### src/rtl/motor_seq_pkg.sv
// motor_seq_pkg
// Shared types and constants for the motor command sequencer.
//   chan_state_t         : per-channel bridge state (OFF, RUN, DEAD)
//   CMD_DIR_BIT          : direction bit inside a command byte (1 = forward)
//   CMD_DUTY_MSB         : top bit of the duty field, [CMD_DUTY_MSB:0]
//   FWD/REV/COAST/BRAKE  : bridge input encodings, {a_hi, a_lo}
package motor_seq_pkg;

    typedef enum logic [1:0] {
        OFF  = 2'd0,
        RUN  = 2'd1,
        DEAD = 2'd2
    } chan_state_t;

    localparam int CMD_DIR_BIT  = 7;
    localparam int CMD_DUTY_MSB = 6;

    localparam logic [1:0] FWD   = 2'b10;
    localparam logic [1:0] REV   = 2'b01;
    localparam logic [1:0] COAST = 2'b00;
    localparam logic [1:0] BRAKE = 2'b11;

endpackage

### src/rtl/motor_seq_channel.sv
// motor_seq_channel
// One H-bridge channel: OFF/RUN/DEAD state machine, dead-time counter and
// the currently applied direction/duty. Outputs are registered and are
// computed from the next state and the next PWM count, so they line up with
// the state the channel is in during that cycle.
// Optional feature: MOTOR_SEQ_BRAKE_EN -- when defined, a channel that went
// OFF because of a duty=0 command actively brakes (enable=1, bridge=11).
// Ports:
//   clk, reset   : clock, synchronous active-high reset
//   i_boundary   : high in the PWM wrap cycle (period boundary)
//   i_pwm_cnt    : shared PWM counter
//   i_pend_cmd   : pending command byte for this channel
//   i_force_off  : forces OFF with coasting outputs (watchdog fault)
//   o_enable     : bridge PWM enable
//   o_bridge     : bridge direction inputs {a_hi, a_lo}
module motor_seq_channel #(
    parameter int PWM_BITS        = 7,
    parameter int DEADTIME_CYCLES = 64
) (
    input  logic                clk,
    input  logic                reset,
    input  logic                i_boundary,
    input  logic [PWM_BITS-1:0] i_pwm_cnt,
    input  logic [7:0]          i_pend_cmd,
    input  logic                i_force_off,
    output logic                o_enable,
    output logic [1:0]          o_bridge
);
    import motor_seq_pkg::*;

    localparam int DUTY_W = CMD_DUTY_MSB + 1;
    localparam int DEAD_W = (DEADTIME_CYCLES > 1) ? $clog2(DEADTIME_CYCLES) : 1;
    localparam logic [DEAD_W-1:0] DEAD_LAST = DEAD_W'(DEADTIME_CYCLES - 1);

`ifdef MOTOR_SEQ_BRAKE_EN
    localparam bit BRAKE_EN = 1'b1;
`else
    localparam bit BRAKE_EN = 1'b0;
`endif

    chan_state_t         r_state, w_state_next;
    logic [DEAD_W-1:0]   r_dead_cnt, w_dead_cnt_next;
    logic                r_dir, w_dir_next;
    logic [DUTY_W-1:0]   r_duty, w_duty_next;
    logic                r_brake, w_brake_next;   // OFF entered via a duty=0 command
    logic                r_enable, w_enable_next;
    logic [1:0]          r_bridge, w_bridge_next;
    logic [PWM_BITS-1:0] w_cnt_next;
    logic                w_pend_dir;
    logic [DUTY_W-1:0]   w_pend_duty;

    assign w_pend_dir  = i_pend_cmd[CMD_DIR_BIT];
    assign w_pend_duty = i_pend_cmd[CMD_DUTY_MSB:0];
    // PWM count seen during the cycle the registered outputs will be valid
    assign w_cnt_next  = i_boundary ? '0 : i_pwm_cnt + PWM_BITS'(1);

    always_comb begin
        w_state_next    = r_state;
        w_dead_cnt_next = r_dead_cnt;
        w_dir_next      = r_dir;
        w_duty_next     = r_duty;
        w_brake_next    = r_brake;
        w_enable_next   = 1'b0;
        w_bridge_next   = COAST;

        if (i_force_off) begin
            w_state_next    = OFF;
            w_dead_cnt_next = '0;
            w_brake_next    = 1'b0;
        end else begin
            case (r_state)
                OFF: begin
                    if (i_boundary && (w_pend_duty != '0)) begin
                        w_state_next = RUN;
                        w_dir_next   = w_pend_dir;
                        w_duty_next  = w_pend_duty;
                        w_brake_next = 1'b0;
                    end
                end
                RUN: begin
                    if (i_boundary) begin
                        if (w_pend_duty == '0) begin
                            w_state_next = OFF;
                            w_brake_next = 1'b1;
                        end else if (w_pend_dir != r_dir) begin
                            w_state_next    = DEAD;
                            w_dead_cnt_next = '0;
                        end else begin
                            w_duty_next = w_pend_duty;
                        end
                    end
                end
                DEAD: begin
                    // Expiry does not wait for a boundary: the new direction
                    // starts mid-period with the latest pending command.
                    if (r_dead_cnt == DEAD_LAST) begin
                        w_dead_cnt_next = '0;
                        if (w_pend_duty == '0) begin
                            w_state_next = OFF;
                            w_brake_next = 1'b1;
                        end else begin
                            w_state_next = RUN;
                            w_dir_next   = w_pend_dir;
                            w_duty_next  = w_pend_duty;
                            w_brake_next = 1'b0;
                        end
                    end else begin
                        w_dead_cnt_next = r_dead_cnt + DEAD_W'(1);
                    end
                end
                default: w_state_next = OFF;
            endcase
        end

        case (w_state_next)
            RUN: begin
                // count never exceeds 2^PWM_BITS-2, so full-scale duty is always on
                w_enable_next = (int'(w_cnt_next) < int'(w_duty_next));
                w_bridge_next = w_dir_next ? FWD : REV;
            end
            OFF: begin
                if (BRAKE_EN && w_brake_next) begin
                    w_enable_next = 1'b1;
                    w_bridge_next = BRAKE;
                end
            end
            default: ;
        endcase
    end

    always_ff @(posedge clk) begin
        if (reset) begin
            r_state    <= OFF;
            r_dead_cnt <= '0;
            r_dir      <= 1'b0;
            r_duty     <= '0;
            r_brake    <= 1'b0;
            r_enable   <= 1'b0;
            r_bridge   <= COAST;
        end else begin
            r_state    <= w_state_next;
            r_dead_cnt <= w_dead_cnt_next;
            r_dir      <= w_dir_next;
            r_duty     <= w_duty_next;
            r_brake    <= w_brake_next;
            r_enable   <= w_enable_next;
            r_bridge   <= w_bridge_next;
        end
    end

    assign o_enable = r_enable;
    assign o_bridge = r_bridge;

endmodule

### src/rtl/motor_cmd_sequencer.sv
// motor_cmd_sequencer
// Applies SPI motor command frames to a two-channel H-bridge at PWM period
// boundaries, with dead-time on reversal and a frame watchdog.
// Optional feature: MOTOR_SEQ_BRAKE_EN (active brake on duty=0 command).
// Ports:
//   clk, reset             : clock, synchronous active-high reset
//   frame_valid            : one-cycle pulse, new motor1_cmd/motor2_cmd
//   motor1_cmd, motor2_cmd : bit7 = direction (1 fwd), [6:0] = duty
//   enable12, a1, a2       : bridge 1 enable and direction inputs
//   enable34, a3, a4       : bridge 2 enable and direction inputs
//   fault, debug_light     : watchdog expired (debug_light mirrors fault)
module motor_cmd_sequencer #(
    parameter int PWM_BITS        = 7,
    parameter int DEADTIME_CYCLES = 64,
    parameter int WDT_CYCLES      = 1_000_000
) (
    input  logic       clk,
    input  logic       reset,
    input  logic       frame_valid,
    input  logic [7:0] motor1_cmd,
    input  logic [7:0] motor2_cmd,
    output logic       enable12,
    output logic       a1,
    output logic       a2,
    output logic       enable34,
    output logic       a3,
    output logic       a4,
    output logic       fault,
    output logic       debug_light
);
    localparam logic [PWM_BITS-1:0] PWM_LAST = PWM_BITS'((2 ** PWM_BITS) - 2);
    localparam int WDT_W = (WDT_CYCLES > 1) ? $clog2(WDT_CYCLES) : 1;
    localparam logic [WDT_W-1:0] WDT_LAST = WDT_W'(WDT_CYCLES - 1);

    logic [PWM_BITS-1:0] r_pwm_cnt;
    logic [WDT_W-1:0]    r_wdt_cnt;
    logic                r_fault;
    logic                w_boundary;
    logic                w_wdt_expire;
    logic                w_fault_next;
    logic [7:0]          w_cmd    [2];
    logic                w_enable [2];
    logic [1:0]          w_bridge [2];

    assign w_boundary   = (r_pwm_cnt == PWM_LAST);
    assign w_wdt_expire = !r_fault && (r_wdt_cnt == WDT_LAST);
    // A frame arriving in the expiry cycle wins. Channels and pending
    // registers react to the next fault value so the bridges coast in the
    // same cycle fault becomes visible.
    assign w_fault_next = frame_valid ? 1'b0 : (r_fault | w_wdt_expire);

    assign w_cmd[0] = motor1_cmd;
    assign w_cmd[1] = motor2_cmd;

    always_ff @(posedge clk) begin
        if (reset) begin
            r_pwm_cnt <= '0;
            r_wdt_cnt <= '0;
            r_fault   <= 1'b0;
        end else begin
            r_pwm_cnt <= w_boundary ? '0 : r_pwm_cnt + PWM_BITS'(1);
            r_fault   <= w_fault_next;
            if (frame_valid) begin
                r_wdt_cnt <= '0;
            end else if (!r_fault && !w_wdt_expire) begin
                r_wdt_cnt <= r_wdt_cnt + WDT_W'(1);
            end
        end
    end

    genvar gi;
    generate
        for (gi = 0; gi < 2; gi++) begin : g_chan
            logic [7:0] r_pend;

            // Latest frame overwrites; a fault wipes any stale command.
            always_ff @(posedge clk) begin
                if (reset) begin
                    r_pend <= '0;
                end else if (frame_valid) begin
                    r_pend <= w_cmd[gi];
                end else if (w_fault_next) begin
                    r_pend <= '0;
                end
            end

            motor_seq_channel #(
                .PWM_BITS        (PWM_BITS),
                .DEADTIME_CYCLES (DEADTIME_CYCLES)
            ) u_chan (
                .clk         (clk),
                .reset       (reset),
                .i_boundary  (w_boundary),
                .i_pwm_cnt   (r_pwm_cnt),
                .i_pend_cmd  (r_pend),
                .i_force_off (w_fault_next),
                .o_enable    (w_enable[gi]),
                .o_bridge    (w_bridge[gi])
            );
        end
    endgenerate

    assign enable12    = w_enable[0];
    assign {a1, a2}    = w_bridge[0];
    assign enable34    = w_enable[1];
    assign {a3, a4}    = w_bridge[1];
    assign fault       = r_fault;
    assign debug_light = r_fault;

endmodule

### config.mk
export PLATFORM = sky130hd
export DESIGN_NAME = motor_cmd_sequencer
export DESIGN_NICKNAME = d
export VERILOG_FILES = /design/src/rtl/motor_seq_pkg.sv /design/src/rtl/motor_seq_channel.sv /design/src/rtl/motor_cmd_sequencer.sv
export SDC_FILE = /design/constraint.sdc
export NUM_CORES = 1
export LEC_CHECK = 0
export BUFFER_PORTS_ARGS = -buffer_cell sky130_fd_sc_hd__buf_4
export CELL_PAD_IN_SITES_DETAIL_PLACEMENT = 1
export CELL_PAD_IN_SITES_GLOBAL_PLACEMENT = 1
export CORE_ASPECT_RATIO = 0.6
export CORE_MARGIN = 10
export CORE_UTILIZATION = 49
export CTS_BUF_LIST = sky130_fd_sc_hd__clkbuf_16
export CTS_CLUSTER_SIZE = 40
export DETAILED_ROUTE_END_ITERATION = 7
export PLACE_DENSITY = 0.9
export SYNTH_ARGS = -nofsm -noshare
export SYNTH_HDL_FRONTEND = slang
export SYNTH_SLANG_ARGS = --single-unit
### constraint.sdc
create_clock -name clk -period 8 [get_ports clk]
set_input_delay 1.6 -clock clk [delete_from_list [all_inputs] [get_ports clk]]
set_output_delay 1.6 -clock clk [all_outputs]
set_load 0.05 [all_outputs]
=== Word-level counts from Yosys, hierarchy flattened ===
Index checks and enable logic that the tools add are counted.

* Flip-flop bits (word level): 82
* Input bits: 19
* Word-level logic and storage cells: 124

* Add/subtract/negate cells: 4
* Order comparisons: 2
* Equality and inequality tests: 18
* Muxes and demuxes: 59
* Bitwise gates (word level): 3
* Reduce and logical (&&, ||, !) cells: 21

{| class="wikitable"
|+ Operators by type and width
! cell !! number
|-
| $mux 7 || 15
|-
| $mux 6 || 8
|-
| $pmux 7 s3 || 2
|-
| $mux 2 || 14
|-
| $mux 8 || 3
|-
| $pmux 6 s2 || 2
|-
| $add 20x1->20 const B || 1
|-
| $eq 20x20->1 const B || 1
|-
| $logic_not 7->1 || 2
|-
| $lt 7x7->1 || 2
|-
| $reduce_bool 7->1 || 2
|-
| $add 6x1->6 const B || 2
|-
| $eq 6x6->1 const B || 2
|-
| $pmux 2 s3 || 2
|-
| $mux 1 || 11
|-
| $eq 2x1->1 const B || 4
|-
| $reduce_and 4->1 || 2
|-
| $reduce_or 2->1 || 4
|-
| $add 7x1->7 const B || 1
|-
| $eq 7x7->1 const B || 1
|-
| $ne 2x1->1 const B || 3
|-
| $ne 2x2->1 const B || 3
|-
| $reduce_bool 2->1 || 3
|-
| $eq 2x2->1 const B || 2
|-
| 7 further kinds || 15
|}

=== Depth between registers and ports, before layout ===
Gate-level depths: netlist of run 1.

* Depth in word-level cells: 9
* Depth in mapped cells: 13
* Depth with buffers taken out: 13

=== Hierarchy ===
From an unflattened synthesis of run 1, not the netlist that was laid out.

* Cells, all modules: 451
* Area, all modules: 4124.0 sq um

{| class="wikitable"
|+ Modules (own cells, without submodules)
! module !! times used !! cells each !! area each (sq um)
|-
| motor_cmd_sequencer || 1 || 186 || 1810.5
|-
| motor_seq_channel (g_chan[0].u_chan) || 1 || 133 || 1203.7
|-
| motor_seq_channel (g_chan[1].u_chan) || 1 || 132 || 1109.8
|}

=== Least setup slack after synthesis of run 1 ===
Ideal clock, no wire load.

* Path type: in2reg
* Start point: in frame_valid
* End point: reg g_chan[1].u_chan.r_enable
* Setup time: 0.074 ns
* Data arrival time: 4.056 ns
* Required time: 7.926 ns
* Slack: 3.870 ns
* Stages: 12
* Path buffers: 1
* Cell sequence: buf_2 > clkinv_1 > and3_1 > a21o_2 > nor3_2 > mux2i_1 > ha_1 > a21o_1 > a21o_1 > a21oi_1 > nand3_1 > o21ai_0

* Cells in the longest elaborated chain, start to end: 5

{| class="wikitable"
|+ Ends and longest elaborated chain
! element !! RTL line !! text
|-
| start, declared || motor_cmd_sequencer.sv:19 || <nowiki>input logic frame_valid,</nowiki>
|-
| $mux 1 (*) || motor_cmd_sequencer.sv:50 || <nowiki>assign w_fault_next = frame_valid ? 1'b0 : (r_fault | w_wdt_expire);</nowiki>
|-
| parallel branches: the longest is 4 deep, another holds $lt 7x7->1 || - ||
|-
| end signal, assigned || motor_seq_channel.sv:146 || <nowiki>r_enable <= w_enable_next;</nowiki>
|-
| end, declared || motor_seq_channel.sv:46 || <nowiki>logic r_enable, w_enable_next;</nowiki>
|}

Every way passes the cells marked *.
A chain may end at the register's enable or synchronous reset.

=== Worst setup path after layout of run 1 ===
Same ends and word-level chain as after synthesis.

==> metrics.cfg, run 1 <==
[run_status]
status=completed

[final_layout]
area_growth_pct=13.5
fillers=938
n_antenna_cell=0
fin_cells=594
nNetsFinal=517
drive_gt1_share_pct=10.9
final_common_cell=dfxtp_1
layout_common_cells=dfxtp_1, nor2_1, a21oi_1, nand2_1, nand3_1

[yosys]
synth.yosys.seq_area_share_pct=41.9
synthFlopType=dfxtp_1
synth_adder_area_share_pct=5.43
synth_mux_area_share_pct=2.59
yosysTopAreaCell=dfxtp_1
syn_area_sq_mm=0.00392
ys_top_cells_by_area=dfxtp_1, nor2_1, ha_1
synth_compound_area_share_pct=15.7
async_reset_ff_share_pct=0
synth_fp_nets=496
synth-xor-area-share_pct=5.36
syn_inst=460
synthSimpleGateAreaFrac_pct=26.4
synth_top_area_share_pct=41.9
synth_area_per_cell_sq_um=8.52
synth_top_family_by_area=simple AND/OR/NAND/NOR gates
ys_types=57
ys_ff_latch=82
yosys_warnings=0
synth-edff-count=0

[detailed_routing]
wl_met1_um=5300
num_vias=3534
wl_per_cell_um=19.2
drtIter0Drc=332
wl_met2_um=5190
top_layer=met4
dr.pass1.iters=4
drt-total-wl_um=11400
ant_nets=0
avgViaCountPerCell=5.95
met3WireLength_um=688
post-route-drc-count=0

[timing]
final-max-slew-violation-count=0
setup_viol=0
skew_ns=0.00615
setup_slack_ns=3.37
tightest_slew_ns=0.740
fin_crit_sh_pct=57.9
setup_tns_ns=0
max_freq_mhz=216
relSlewSlack_pct=50.2
rsz0062_at_grt=no
hold_violations=0
min_period_ns=4.63

[worst_setup_path]
worst-setup-path-type=input pin to flop
cp_data_arrival_time_ns=4.91
cp_max_fo=19
end_kind=flop
crit_path_start_kind=input pin
cp.required_ns=8.28

[die]
die_x_um=135
dieArea_sq_mm=0.0121
start_util_pct=50.1
core_sq_mm=0.00782
die_h_um=89.3
rows=25
io-pin-count=27

[clock_network]
cts-root-buf=clkbuf_16
clock_sinks=82
htree_levels=3
cts-resized-gates=0
cts_buffer_depth=2
path_clk_slew_ns=0.06
cts_setup_buffers=0
numCtsBuffers=9
clock_latency_ns=0.35
hold_buffers=0
cts_tree=done

[placement]
place_ws_ns=3.07
dp_hpwl_um=8280
dp_cells=578
routabilityCongestion=0.878
port_buffers=26

[power]
vdd_drop_max_v=0.000125
pwr_density_cell_mw_per_mm2=190
p_leak_nw=1.70

[global_routing]
grt_max_degree=42
grt.overflow.total=0
antenna_found_initial=0
grt_pass1_vias=3673
grt_first_pass_wirelength_um=19000
grt.total_usage_pct=19.9

[run]
cap_violations=0

[min_path]
hp-class=flop to flop

## path summary, 6_finish.rpt
kind                                          start                        end  slack, ns  cells past startpoint
worst max register to register         r_pwm_cnt[0]  g_chan[0].u_chan.o_enable       4.50                     12
worst max-delay path                    frame_valid  g_chan[1].u_chan.o_enable       3.37                     12
worst min-delay path            g_chan[0].r_pend[5]        g_chan[0].r_pend[5]       0.49                      2
worst min register to register  g_chan[0].r_pend[5]        g_chan[0].r_pend[5]       0.49                      2
## cells in the mapped netlist (6+ instances only)
cell type  number
nand2_1        38
ha_1           17
nand3_1        32
inv_1           6
o21ai_0        17
xnor2_1         9
a21oi_1        41
mux2i_1         9
dfxtp_1        82
xor2_1         15
clkbuf_1       11
a22oi_1         8
and3_1         11
nor2_1         59
and2_1          8
nor3_1         14
## worst max-delay path: stages
cell	delay, ns
buf_4	0.21
clkinv_1	0.45
and3_1	0.35
a21o_2	0.29
nor3_2	0.55
mux2i_1	0.33
ha_1	0.29
a21o_1	0.19
a21o_1	0.17
a21oi_1	0.20
nand3_1	0.11
o21ai_0	0.15
## power breakdown
group          internal, mW  switching, mW  leakage [nW]
Combinational        0.0198         0.0290         0.908
Clock                 0.206          0.168         0.131
Sequential            0.415        0.00685         0.664
Total                 0.640          0.204          1.70
## registers in the layout (all words and copies together) (netlist names)
register / count
r_pwm_cnt: 7
debug_light: 1
r_wdt_cnt: 20
g_chan.u_chan.r_dead_cnt: 12
g_chan.r_pend: 16
g_chan.u_chan.o_enable: 2
g_chan.u_chan.r_dir: 2
g_chan.u_chan.o_bridge: 4
g_chan.u_chan.r_duty: 14
g_chan.u_chan.r_state: 4
## metrics by stage
stage               util, %  hold WS, ns  power, mW  cell area (sq um)
finish                 56.9        0.489      0.844               4450
global placement       53.6        0.475      0.474               4190
detailed placement     53.6        0.479      0.478               4190
global route           56.9        0.505      0.875               4450
CTS                    56.9        0.487      0.850               4450
floorplan                 -        0.453      0.460               3920
## final cells by class
cell class / count / area [sq um] / share of cell area, %
clock buffer: 9 / 225 / 5.06
clock inverter: 7 / 37.5 / 0.843
inverter: 7 / 26.3 / 0.590
multi-input combinational: 353 / 2170 / 48.9
sequential: 82 / 1640 / 36.9
tap: 108 / 135 / 3.04
timing repair buffer: 28 / 210 / 4.72
## kinds of logic (layout without fill, tap and decap cells)
group,count (synthesis),count (layout)
AND/OR/NAND/NOR,204,204
AO/OA/AOI/OAI,98,98
flip-flops,82,82
buffers and inverters,25,51
XOR/XNOR,24,24
adder cells (fa/ha/maj),17,17
multiplexers,10,10
## routing by layer
layer | up-vias | global-route usage [%]
li1 | 1683 | -
met1 | 1750 | 25.3
met2 | 84 | 31.5
met3 | 17 | 5.89
met4 | 0 | 7.39
met5 | - | 0
(Power assumes the default switching activity.)
==> run 2, diff against run 1 <==
- CORE_UTILIZATION: 49 -> 41
- PLACE_DENSITY: 0.9 -> 0.81
- clock period: 8 -> 4.1 ns (I/O delays scaled with it)
==> run 2 against run 1 <==
Effect of this change: clock power increased by 150%; final cell count up 4.7%; utilization down 7.2 points; register-to-register slack worse by 3.7 ns; worst hold slack improved by 0.0042 ns; critical path depth shrank 2; combinational power is 100% higher; clock-buffer cell count is the same; non-clock buffer count rose by 6; die area rose by 16%; first-iteration DRC count decreased by 52%; critical path type is now flop to flop; largest power group is now clock; highest routed layer unchanged.
==> metrics.cfg, run 2 (synthesis gave the netlist of run 1 again) <==
[worst_setup_path]
crit_path_start_kind=flop  ; was input pin
worst-setup-path-type=flop to flop  ; was input pin to flop
crit_slowest_cell=or3_1  ; was nor3_2
cp.required_ns=4.38  ; was 8.28 ns
cpPeakStageDelay_ns=0.49  ; was 0.55 ns
crit_path_cell_trace=nand4_1 > a211oi_2 > o21ai_0 > or3_1 > a22oi_1 > ha_1 > a21o_1 > a211o_1 > a41oi_1 > o211a_1  ; was buf_4 > clkinv_1 > and3_1 > a21o_2 > nor3_2 > mux2i_1 > ha_1 > a21o_1 > a21o_1 > a21oi_1 > nand3_1 > o21ai_0
end_kind=flop  ; unchanged
cp_max_fo=6  ; was 19
cp_data_arrival_time_ns=3.59  ; was 4.91 ns

[final_layout]
seqCellArea_sq_mm=0.00164  ; unchanged
largest_reg_flops=20  ; unchanged
nNetsFinal=523  ; was 517
top_register=r_wdt_cnt  ; unchanged
multi_input_comb_area_sq_mm=0.00217  ; unchanged
drive_gt1_share_pct=12.4  ; was 10.9%
post-route-util_pct=49.7  ; was 56.9%
layout_common_cells=dfxtp_1, nor2_1, a21oi_1, nand2_1, buf_4  ; was dfxtp_1, nor2_1, a21oi_1, nand2_1, nand3_1
area_growth_pct=17.5  ; was 13.5%
final_common_cell=dfxtp_1  ; unchanged
reg.largest.list=r_wdt_cnt x20, g_chan.r_pend x16, g_chan.u_chan.r_duty x14  ; unchanged
n_antenna_cell=0  ; unchanged
stdcell_area_sq_mm=0.00460  ; was 0.00445 sq mm
fillers=1113  ; was 938

[global_routing]
grt_first_pass_wirelength_um=18600  ; was 19000 um
grt_max_degree=42  ; unchanged
antenna_found_initial=0  ; unchanged
grt.overflow.total=0  ; unchanged
grt_pass1_vias=3667  ; was 3673
grt.total_usage_pct=16.3  ; was 19.9%

[timing]
setup_tns_ns=0  ; unchanged
tightest_slew_ns=0.784  ; was 0.740 ns
hold_slack_ns=0.493  ; was 0.489 ns
setup_viol=0  ; unchanged
hold_violations=0  ; unchanged
fin_crit_sh_pct=80.6
min_period_ns=3.31
final-max-slew-violation-count=0  ; unchanged
rsz0062_at_grt=no  ; unchanged
max_freq_mhz=302
skew_ns=0.00873  ; was 0.00615 ns
relSlewSlack_pct=47.8  ; was 50.2%

[power]
power_mw=1.85  ; was 844 uW
p_leak_nw=1.77  ; was 1.70 nW
vdd_drop_max_v=0.000198  ; was 0.000125 V
pwr_density_cell_mw_per_mm2=402  ; was 190 mW/mm^2

[clock_network]
cts-root-buf=clkbuf_16  ; unchanged
cts_buffer_depth=2  ; unchanged
numCtsBuffers=9  ; unchanged
clock_sinks=82  ; unchanged
htree_levels=3  ; unchanged
path_clk_slew_ns=0.06  ; about the same
hold_buffers=0  ; unchanged
cts_setup_buffers=0  ; unchanged
clock_latency_ns=0.34  ; was 0.35 ns
cts-resized-gates=0  ; unchanged
cts_tree=done  ; unchanged

[run_status]
status=completed  ; unchanged

[die]
die_h_um=95.7  ; was 89.3 um
dieArea_sq_mm=0.0140  ; was 0.0121 sq mm
core_sq_mm=0.00926  ; was 0.00782 sq mm
rows=27  ; was 25
die_x_um=146  ; was 135 um
start_util_pct=42.3  ; was 50.1%
io-pin-count=27  ; unchanged

[placement]
routabilityCongestion=0.884  ; was 0.878
dp_hpwl_um=8020  ; was 8280 um
port_buffers=26  ; unchanged
place_area_sq_mm=0.00426  ; was 0.00419 sq mm

[detailed_routing]
avgViaCountPerCell=5.64  ; was 5.95
post-route-drc-count=0  ; unchanged
drtIter0Drc=159  ; was 332
wl_per_cell_um=18.0  ; was 19.2 um
num_vias=3506  ; was 3534
drt-total-wl_um=11200  ; was 11400 um
dr.pass1.iters=4  ; unchanged
ant_nets=0  ; unchanged

[min_path]
hp-class=flop to flop  ; unchanged

[run]
cap_violations=0  ; unchanged

## run 2: final cells by class
type                            count  area share, %
Clock buffer                        9           4.89
Clock inverter                      7           2.58
Inverter                            7          0.571
Multi-Input combinational cell    353           47.2
Sequential cell                    82           35.7
Tap cell                          130           3.53
Timing Repair Buffer               34           5.54
## run 2: layer usage
layer | track usage [%] | part of all wire [%]
met2 | 27.2 | 45
met3 | 4.50 | 4.0
met5 | 0 | 0
met4 | 4.73 | 1.3
met1 | 20.4 | 49
## run 2: worst max-delay path, delay by kind of cell (launching register included)
| kind | cells | cell delay [ns] |
|---|---|---|
| flops | 1 | 0.43 |
| compound gates | 7 | 1.67 |
| fa+ha+maj | 1 | 0.31 |
| simple gates | 2 | 0.84 |
## run 2: final timing paths
kind / from / end / slack (ns) / cells past startpoint
hold / removal: g_chan[1].r_pend[4] / g_chan[1].r_pend[4] / 0.49 / 2
setup reg to reg: r_pwm_cnt[2] / g_chan[0].u_chan.o_enable / 0.79 / 10
hold reg to reg: g_chan[1].r_pend[4] / g_chan[1].r_pend[4] / 0.49 / 2
setup / recovery: r_pwm_cnt[2] / g_chan[0].u_chan.o_enable / 0.79 / 10
## run 2: power by group
group | internal (mW) | switching, mW
Clock | 0.595 | 0.337
Sequential | 0.809 | 0.0136
Combinational | 0.0404 | 0.0567
Total | 1.44 | 0.407
## run 2: metrics by stage
stage / cells / setup slack, ns
after floorplan: 460 / 0.750
after global placement: 606 / 0.856
after detailed placement: 606 / 0.755
after CTS: 622 / 0.795
after global routing: 622 / 0.569
final: 622 / 0.794
==> run 3, diff against run 2 <==
- CORE_UTILIZATION: 41 -> 46
- PLACE_DENSITY: 0.81 -> 0.86
- clock period: 4.1 -> 3.3 ns (I/O delays scaled with it)
==> run 3 against run 2 <==
Effect of this change: first-iteration DRC count up 100%; power is 8.1% higher; critical path depth increased by 2; die area down 9.0%; largest power group is now sequential cells.
==> metrics.cfg, run 3 (synthesis gave the netlist of run 1 again) <==
[worst_setup_path]
cp.required_ns=3.58  ; was 4.38 ns
end_kind=flop  ; unchanged
cp_data_arrival_time_ns=3.39  ; was 3.59 ns
worst-setup-path-type=flop to flop  ; unchanged
cp_max_fo=7  ; was 6
r2r_setup_slack_ns=0.19  ; was 0.79 ns
rr_worst_depth=12  ; was 10
crit_path_start_kind=flop  ; unchanged

[run]
cap_violations=0  ; unchanged

[final_layout]
n_antenna_cell=0  ; unchanged
fillers=962  ; was 1113
post-route-util_pct=56.0  ; was 49.7%
final_common_cell=dfxtp_1  ; unchanged
multi_input_comb_area_sq_mm=0.00220  ; was 0.00217 sq mm
seqCellArea_sq_mm=0.00164  ; unchanged
top_register=r_wdt_cnt  ; unchanged
reg.largest.list=r_wdt_cnt x20, g_chan.r_pend x16, g_chan.u_chan.r_duty x14  ; unchanged
area_growth_pct=15.3  ; was 17.5%
drive_gt1_share_pct=12.4  ; unchanged
layout_common_cells=dfxtp_1, nor2_1, a21oi_1, nand2_1, buf_4  ; unchanged
largest_reg_flops=20  ; unchanged
nNetsFinal=526  ; was 523

[timing]
rsz0062_at_grt=no  ; unchanged
skew_ns=0.00591  ; was 0.00873 ns
hold_violations=0  ; unchanged
final-max-slew-violation-count=0  ; unchanged
tightest_slew_ns=0.788  ; was 0.784 ns
max_freq_mhz=321  ; was 302 MHz
setup_viol=0  ; unchanged
fin_crit_sh_pct=94.3  ; was 80.6%
setup_tns_ns=0  ; unchanged
min_period_ns=3.11  ; was 3.31 ns
relSlewSlack_pct=47.4  ; was 47.8%

[min_path]
min_path_cells=2  ; unchanged
hp-class=flop to flop  ; unchanged

[placement]
routabilityCongestion=0.815  ; was 0.884
dp_hpwl_um=7920  ; was 8020 um
port_buffers=26  ; unchanged

[detailed_routing]
avgViaCountPerCell=5.84  ; was 5.64
dr.pass1.iters=4  ; unchanged
wl_per_cell_um=17.9  ; was 18.0 um
drt-total-wl_um=10700  ; was 11200 um
post-route-drc-count=0  ; unchanged
num_vias=3502  ; was 3506
ant_nets=0  ; unchanged
drtIter0Drc=320  ; was 159

[clock_network]
cts_setup_buffers=0  ; unchanged
path_clk_slew_ns=0.05  ; was 0.06 ns
clock_sinks=82  ; unchanged
numCtsBuffers=9  ; unchanged
cts_buffer_depth=2  ; unchanged
clock_latency_ns=0.34  ; about the same
cts_tree=done  ; unchanged
htree_levels=3  ; unchanged
cts-root-buf=clkbuf_16  ; unchanged

[die]
rows=25  ; was 27
start_util_pct=48.6  ; was 42.3%
die_h_um=91.5  ; was 95.7 um
io-pin-count=27  ; unchanged
core_sq_mm=0.00807  ; was 0.00926 sq mm
die_x_um=139  ; was 146 um
dieArea_sq_mm=0.0127  ; was 0.0140 sq mm

[global_routing]
grt_pass1_vias=3650  ; was 3667
antenna_found_initial=0  ; unchanged
grt.overflow.total=0  ; unchanged
grt.total_usage_pct=16.9  ; was 16.3%
grt_first_pass_wirelength_um=18100  ; was 18600 um
grt_max_degree=42  ; unchanged

[power]
pwr_density_cell_mw_per_mm2=443  ; was 402 mW/mm^2
vdd_drop_max_v=0.000280  ; was 0.000198 V
p_leak_nw=1.75  ; was 1.77 nW

[run_status]
status=completed  ; unchanged

==> run 3: cell count changes in the layout (fill, tap and decap cells not counted), moves of 2 or more <==
cell / delta
buf_4: +3
clkinv_4: -2
inv_1: +2
bufinv_16: -3
==> run 3: power breakdown <==
part	switching (mW)	total (mW)	leakage (nW)	internal [mW]
Clock	0.366	0.852	0.131	0.486
Sequential	0.0161	1.02	0.664	1.01
Combinational	0.0751	0.127	0.954	0.0521
==> run 3: routing by layer <==
metal	GRT usage, %	share of wire (%)	up-vias
met5	0	0	-
met4	4.58	0.84	0
met3	4.63	4.6	11
met2	26.7	44	73
met1	22.1	50	1708
li1	-	-	1710
==> run 3: worst max-delay path: stages, from the launching register on <==
cell,delay (ns)
dfxtp_1,0.37
inv_1,0.08
ha_1,0.19
nand2_2,0.15
a211oi_4,0.32
o21ai_0,0.15
or3_1,0.40
a22oi_1,0.24
ha_1,0.29
a21o_1,0.17
a211o_1,0.28
a41oi_1,0.24
o211a_1,0.17
==> run 3: through the flow <==
stage / worst slack, ns / cells / instance area [sq um] / hold slack [ns] / power, mW
floorplan: 0.110 / 460 / 3920 / 0.453 / 1.11
global placement: 0.299 / 587 / 4260 / 0.475 / 1.16
detailed placement: 0.129 / 587 / 4260 / 0.482 / 1.17
CTS: 0.0836 / 600 / 4500 / 0.494 / 2.02
global route: 0.00866 / 600 / 4520 / 0.523 / 2.08
finish: 0.188 / 600 / 4520 / 0.497 / 2.00
==> run 3: worst paths after layout <==
kind	startpoint	end
setup / recovery	r_pwm_cnt[0]	g_chan[0].u_chan.o_enable
hold / removal	g_chan[1].r_pend[4]	g_chan[1].r_pend[4]
setup reg to reg	r_pwm_cnt[0]	g_chan[0].u_chan.o_enable
hold reg to reg	g_chan[1].r_pend[4]	g_chan[1].r_pend[4]
==> run 3: cell type report <==
class	count	share of cell area (%)
Clock inverter	4	0.360
Multi-Input combinational cell	353	48.6
Inverter	7	0.582
Sequential cell	82	36.3
Clock buffer	9	4.98
Tap cell	108	2.99
Timing Repair Buffer	37	6.15
==> run 3: what timing repair did <==
| item | 4_1_cts | 5_1_grt |
|---|---|---|
| endpoints found under the setup margin | 0 | 2 |
| hold endpoints to repair | 0 | 0 |
| hold buffers | 0 | 0 |
| gates resized for setup | 0 | 4 |
